**src/rtl/pri_arb_pkg.sv**
```systemverilog
// pri_arb_pkg: shared mode and state encodings for the priority arbiter.
package pri_arb_pkg;
    localparam logic MODE_FIXED = 1'b0;
    localparam logic MODE_RR    = 1'b1;
    typedef enum logic {IDLE = 1'b0, GRANT = 1'b1} state_t;
endpackage

```
**src/rtl/pri_arbiter_pri_enc.sv**
```systemverilog
// pri_enc: rotated highest-index search, scanning start, start-1, ..., 0, N-1, ..., start+1.
module pri_enc #(
    parameter int N = 8,
    localparam int W = $clog2(N)
) (
    input  logic [N-1:0] vec,
    input  logic [W-1:0] start,
    output logic         found,
    output logic [W-1:0] idx
);
    int t;
    logic [W-1:0] p;
    // Walk from the lowest priority up so the last hit is the winner.
    always_comb begin
        found = 1'b0;
        idx   = '0;
        t     = 0;
        p     = '0;
        for (int k = N - 1; k >= 0; k--) begin
            t = int'(start) - k;
            if (t < 0) t = t + N;
            p = W'(t);
            if (vec[p]) begin
                found = 1'b1;
                idx   = p;
            end
        end
    end
endmodule

```
**src/rtl/pri_arbiter.sv**
```systemverilog
// pri_arbiter: fixed-priority / round-robin arbiter with registered grant held until ack.
module pri_arbiter
    import pri_arb_pkg::*;
#(
    parameter int N = 8,
    localparam int W = $clog2(N)
) (
    input  logic         clk,
    input  logic         rst_n,
    input  logic [N-1:0] req,
    input  logic         mode,
    input  logic         ack,
    output logic         gnt_vld,
    output logic [W-1:0] gnt_idx,
    output logic [N-1:0] gnt_onehot
);
    state_t       state;
    logic [W-1:0] last;
    logic [W-1:0] ptr;
    logic [W-1:0] start;
    logic         found;
    logic [W-1:0] win;
    logic         accept;

    assign accept = (state == GRANT) && ack;
    // The pointer an accepted grant is about to write is already used for this arbitration.
    assign ptr    = accept ? gnt_idx : last;
    assign start  = (mode == MODE_RR && ptr != '0) ? ptr - 1'b1 : W'(N - 1);

    pri_enc #(.N(N)) u_enc (
        .vec   (req),
        .start (start),
        .found (found),
        .idx   (win)
    );

    always_ff @(posedge clk) begin
        if (!rst_n) begin
            state      <= IDLE;
            last       <= '0;
            gnt_vld    <= 1'b0;
            gnt_idx    <= '0;
            gnt_onehot <= '0;
        end else if (state == IDLE || ack) begin
            if (accept) last <= gnt_idx;
            state      <= found ? GRANT : IDLE;
            gnt_vld    <= found;
            gnt_idx    <= found ? win : '0;
            gnt_onehot <= found ? {{(N-1){1'b0}}, 1'b1} << win : '0;
        end
    end
endmodule

```
**config.mk**
```make
export PLATFORM = sky130hd
export DESIGN_NAME = pri_arbiter
export DESIGN_NICKNAME = d
export VERILOG_FILES = /design/src/rtl/pri_arb_pkg.sv /design/src/rtl/pri_arbiter_pri_enc.sv /design/src/rtl/pri_arbiter.sv
export SDC_FILE = /design/constraint.sdc
export NUM_CORES = 1
export LEC_CHECK = 0
export ABC_AREA = 1
export BUFFER_PORTS_ARGS = -buffer_cell sky130_fd_sc_hd__clkbuf_2
export CAP_MARGIN = 20
export CORE_UTILIZATION = 60
export DETAILED_ROUTE_END_ITERATION = 8
export GPL_ROUTABILITY_DRIVEN = 0
export PLACE_DENSITY = 0.85
export SLEW_MARGIN = 20
export SYNTH_ARGS = -nofsm -noshare
export SYNTH_HDL_FRONTEND = slang
export SYNTH_SLANG_ARGS = --single-unit
```
**constraint.sdc**
```tcl
create_clock -name clk -period 5.3 [get_ports clk]
set_clock_uncertainty 0.2 [all_clocks]
set_input_delay 1.06 -clock clk [delete_from_list [all_inputs] [get_ports clk]]
set_output_delay 1.06 -clock clk [all_outputs]
set_load 0.005 [all_outputs]
```
==> results of run 1 <==
[synth_stat cells, types with 2 or more instances]
cell type | n | area, µm²
mux2i_1 | 2 | 20.0
nor3_1 | 2 | 10.0
ha_1 | 4 | 50.1
nand2_4 | 2 | 22.5
inv_2 | 2 | 7.51
nand3_2 | 8 | 80.1
nand3_1 | 43 | 215
a21oi_1 | 17 | 85.1
clkbuf_1 | 2 | 7.51
nand2_2 | 17 | 106
inv_1 | 24 | 90.1
nand2_1 | 54 | 203
a21oi_2 | 3 | 26.3
nor2_1 | 9 | 33.8
o21ai_1 | 3 | 15.0
dfxtp_1 | 15 | 300
buf_6 | 2 | 22.5
[final timing paths]
check | start | to | cells after the start | slack (ns)
setup / recovery | ack | gnt_onehot[6] | 26 | 0.80
hold / removal | gnt_onehot[5] | gnt_onehot[5] | 2 | 0.27
setup reg to reg | gnt_vld | gnt_onehot[6] | 25 | 1.32
hold reg to reg | gnt_onehot[5] | gnt_onehot[5] | 2 | 0.27
[registers in the layout, indices dropped and copies added (netlist names)]
signal	flops
gnt_vld	1
gnt_onehot	8
gnt_idx	3
last	3
[stage by stage]
stage	instances	util	cell area, µm²	worst slack [ns]
floorplan	216	-	1370	1.31
global placement	263	0.730	1490	0.742
detailed placement	263	0.730	1490	0.550
CTS	267	0.743	1520	0.838
global route	267	0.743	1520	0.493
finish	267	0.743	1520	0.800
[cell usage in the layout (no fill, tap or decap), types with 3 or more instances in the layout]
| master | count |
|---|---|
| nor2_1 | 9 |
| o21ai_1 | 3 |
| nand2_1 | 54 |
| nand3_1 | 43 |
| dfxtp_1 | 15 |
| clkbuf_4 | 3 |
| a21oi_1 | 17 |
| inv_1 | 24 |
| clkbuf_2 | 23 |
| a21oi_2 | 3 |
| ha_1 | 4 |
| nand3_2 | 8 |
| nand2_2 | 17 |
[power groups by stage]
stage | sequential (mW) | combinational, mW | clock [mW]
floorplan | 0.133 | 0.127 | 0
global placement | 0.132 | 0.161 | 0
detailed placement | 0.133 | 0.166 | 0
CTS | 0.130 | 0.167 | 0.0662
global route | 0.132 | 0.189 | 0.0722
finish | 0.130 | 0.168 | 0.0646
[worst max-delay path: stages]
cell	delay (ns)
clkbuf_2	0.11
nand2_2	0.13
nand2_1	0.09
nand2_2	0.15
inv_1	0.08
ha_1	0.18
ha_1	0.18
nor2_2	0.10
buf_4	0.19
nand3_2	0.28
inv_1	0.15
ha_1	0.32
inv_1	0.19
nand3_1	0.14
nand3_2	0.10
nand2_2	0.08
inv_1	0.09
nand2_1	0.05
nor3_1	0.17
nand2_1	0.12
nand2_1	0.09
nor2_1	0.05
nand2_1	0.08
inv_1	0.08
nand3_1	0.09
a21oi_1	0.06
[per-layer routing]
layer	wire length, µm	track usage	part of all wire	vias up
li1	-	-	-	753
met1	1530	0.368	0.47	627
met2	1510	0.482	0.47	39
met3	160	0.0586	0.050	2
met4	12	0.0762	0.0037	0
met5	0	0	0	-
[layout make-up]
cell class | count | area, µm²
timing repair buffer | 24 | 123
sequential | 15 | 300
multi-input combinational | 169 | 926
tap | 27 | 33.8
fill | 183 | 524
inverter | 28 | 109
clock buffer | 4 | 26.3
[cells by family after synthesis]
| logic type | after synthesis | synth area share |
|---|---|---|
| and+or+nand+nor | 137 | 0.504 |
| buffers and inverters | 32 | 0.102 |
| AOI/OAI and AO/OA | 24 | 0.0990 |
| DFF | 15 | 0.220 |
| adders and majority gates | 4 | 0.0367 |
| xor gates and xnor gates | 2 | 0.0238 |
| muxes | 2 | 0.0147 |
==> impl_metrics.tcl, run 1 <==
set metrics [dict create \
    critPathKind "input port to flip-flop" \
    start_util 0.669 \
    io_pins 24 \
    antenna_found_initial 0 \
    end_kind "flip-flop" \
    cts_setup_buffers 0 \
    clk_pin_slew_ns 0.08 \
    fin_crit_sh 0.849 \
    p_total_uw 362 \
    drv_slew 0 \
    tns_ns 0 \
    syn_avg_cell_area_um2 6.32 \
    yosys_warnings 0 \
    die_x_um 49.7 \
    drt-vias-per-instance 5.32 \
    combPwrFrac 0.463 \
    status "completed" \
    root_buffer "clkbuf_4" \
    track_usage 0.286 \
    p_int_uw 211 \
    grt_overflow 0 \
    netlist_area_um2 1370 \
    grt_max_degree 16 \
    fmax_mhz 222 \
    p_clk_frac 0.178 \
    power_density_nw_per_um2 239 \
    numCtsBuffers 3 \
    maxCapViolCount 0 \
    fin_nets 257 \
    mappedNetlistNets 232 \
    swShare 0.418 \
    hold_viol_final 0 \
    diodes 0 \
    synth-edff-count 0 \
    ir_worst_vdd_uv 256 \
    cts_resized 0 \
    critPathRequiredTime_ns 5.25 \
    drcViolationCount 0 \
    synth.distinct_cells 24 \
    power_switching_uw 151 \
    finalSetupViolCount 0 \
    grt_pass1_wl_um 5510 \
    syn_inst 216 \
    async_flop_share 0 \
    grt_setup_unrepaired "false" \
    worstPathArrival_ns 4.45 \
    worstHoldPathType "flip-flop to flip-flop" \
    power_frac_seq 0.359 \
    cp_max_fo 12 \
    cts_hold_buffers 0 \
    cellLeakagePower_nw 0.818 \
    h-tree-depth 1 \
    grt_pass1_vias 1278 \
    drtIter0Drc 67 \
    worstMarginPinSlew_ns 0.716 \
    period_needed_ns 4.50 \
    cp-start-kind "input port" \
    seq_area_frac_synth 0.220 \
    cts_sinks 15 \
    syn_to_final_growth_pct 11.2 \
    synth_ff_type "dfxtp_1" \
    routed_wl_um 3210 \
    relSlewSlack 0.521 \
    antenna_left 0 \
    clock_latency_ns 0.28 \
    die_h_um 49.7 \
    die_area_um2 2470 \
    dr.pass1.iters 4 \
    dpl.hpwl_um 2660 \
    io_buffers 23 \
    drive_gt1_frac 0.275 \
    vias 1421 \
    core-area_um2 2040 \
    holdWs_ns 0.271 \
    clockBufferDepth 2 \
    ys_seq_elements 15 \
    cts_tree "built" \
    rows 16 \
    wl_per_cell_um 12.0 \
]
(Power assumes the default switching activity.)
==> run 2, diff against run 1 <==
CORE_UTILIZATION = 55   (was 60)
PLACE_DENSITY = 0.79   (was 0.85)
clock period = 4.3 ns   (was 5.3 ns; I/O delays follow)
==> impl_metrics.tcl, run 2 (synthesized netlist as in run 1, its figures left out) <==
set metrics [dict create \
    grt_setup_unrepaired "false" \
    clock_latency_ns 0.27 \
    power_frac_seq 0.357 \
    fin_util 0.681 \
    min_path_cells 2 \
    critPathKind "input port to flip-flop" \
    fmax_mhz 259 \
    worstMarginPinSlew_ns 0.767 \
    root_buffer "clkbuf_4" \
    antenna_left 0 \
    track_usage 0.247 \
    dr.pass1.iters 4 \
    power_switching_uw 185 \
    worstPathArrival_ns 3.81 \
    wl_per_cell_um 11.2 \
    h-tree-depth 1 \
    fin_nets 261 \
    power_density_nw_per_um2 289 \
    drv_slew 0 \
    cts_resized 0 \
    clk_pin_slew_ns 0.09 \
    start_util 0.600 \
    combPwrFrac 0.468 \
    cp-start-kind "input port" \
    reg_top3 "gnt_onehot x8, gnt_idx x3, last x3" \
    cts_setup_buffers 0 \
    maxCapViolCount 0 \
    reg2reg_slack_ns 0.72 \
    relSlewSlack 0.486 \
    ir_worst_vdd_uv 265 \
    cts_hold_buffers 0 \
    rows 17 \
    reg2regPathDepth 22 \
    startpoint "ack" \
    grt_overflow 0 \
    clockBufferDepth 2 \
    die_x_um 51.8 \
    die_area_um2 2690 \
    fin_crit_sh 0.897 \
    io_buffers 23 \
    hold_viol_final 0 \
    cp_max_fo 7 \
    drtIter0Drc 56 \
    antenna_found_initial 0 \
    hold_end "gnt_onehot[6]" \
    hp-start "gnt_onehot[6]" \
    syn_to_final_growth_pct 13.5 \
    final_cell_mix "nand2_1, nand3_1, inv_1, clkbuf_2" \
    grt_pass1_wl_um 5060 \
    routed_wl_um 3040 \
    swShare 0.413 \
    cellLeakagePower_nw 0.838 \
    status "completed" \
    grt_max_degree 16 \
    largest_reg_flops 8 \
    largest-register "gnt_onehot" \
    final_common_cell "nand2_1" \
    core-area_um2 2280 \
    p_total_uw 448 \
    drive_gt1_frac 0.287 \
    grt_pass1_vias 1194 \
    finalSetupViolCount 0 \
    io_pins 24 \
    critPathRequiredTime_ns 4.26 \
    period_needed_ns 3.86 \
    r2r-end "gnt_onehot[7]" \
    vias 1452 \
    timing.rr.start "gnt_vld" \
    tns_ns 0 \
    worstHoldPathType "flip-flop to flip-flop" \
    die_h_um 51.8 \
    numCtsBuffers 3 \
    p_int_uw 263 \
    drt-vias-per-instance 5.34 \
    cts_tree "built" \
    drcViolationCount 0 \
    diodes 0 \
    p_clk_frac 0.175 \
    cts_sinks 15 \
    end_kind "flip-flop" \
    dpl.hpwl_um 2520 \
]
run 2: cell types whose count changed in the layout (fill, tap and decap cells not counted), sizes merged:
cell  delta
buf      +4
run 2: worst max-delay path: stages:
cell and delay (ns):
clkbuf_2 0.11, nand2_2 0.12, nand2_1 0.07, nand2_2 0.06
inv_1 0.05, ha_1 0.17, ha_1 0.18, nor2_2 0.24
nand3_2 0.16, inv_1 0.09, ha_1 0.30, inv_1 0.20
nand3_1 0.14, nand3_2 0.10, nand2_2 0.08, inv_1 0.10
nand2_1 0.05, nor3_1 0.15, nand2_1 0.10, nand2_1 0.09
nor2_1 0.05, nand2_1 0.08, inv_1 0.08, nand3_1 0.10
a21oi_1 0.06
run 2: worst max-delay path by stage:
stage	depth (start not counted)	slack, ns	end
floorplan	26	0.51	gnt_onehot[0]
global placement	23	0.26	gnt_onehot[4]
detailed placement	24	0.17	gnt_onehot[4]
CTS	24	0.47	gnt_onehot[4]
global route	24	0.13	gnt_onehot[0]
finish	25	0.44	gnt_onehot[7]
run 2: metrics by stage:
| step | setup slack, ns | cells | hold WS, ns | cell area, µm² |
|---|---|---|---|---|
| final | 0.445 | 272 | 0.267 | 1550 |
| after global routing | 0.126 | 272 | 0.300 | 1550 |
| after CTS | 0.465 | 272 | 0.272 | 1550 |
| after detailed placement | 0.170 | 268 | 0.259 | 1520 |
| after global placement | 0.261 | 268 | 0.255 | 1520 |
| after floorplan | 0.512 | 216 | 0.260 | 1370 |
run 2: power groups by stage:
stage	logic [mW]	clock network [mW]	registers, mW
after detailed placement	0.208	0	0.164
after global placement	0.207	0	0.163
after global routing	0.236	0.0867	0.162
after CTS	0.209	0.0813	0.160
final	0.210	0.0785	0.160
after floorplan	0.157	0	0.164
run 2: final cells by class:
cell class                      count  area (µm²)
Multi-Input combinational cell    169         926
Fill cell                         211         727
Sequential cell                    15         300
Timing Repair Buffer               28         153
Inverter                           28         109
Tap cell                           28        35.0
Clock buffer                        4        26.3
run 2: routing by layer:
metal	vias up	routed length (µm)	global-route usage
met3	0	147	0.0497
met2	34	1350	0.378
met1	651	1550	0.369
met4	0	0	0.0135
met5	-	0	0
li1	767	-	-
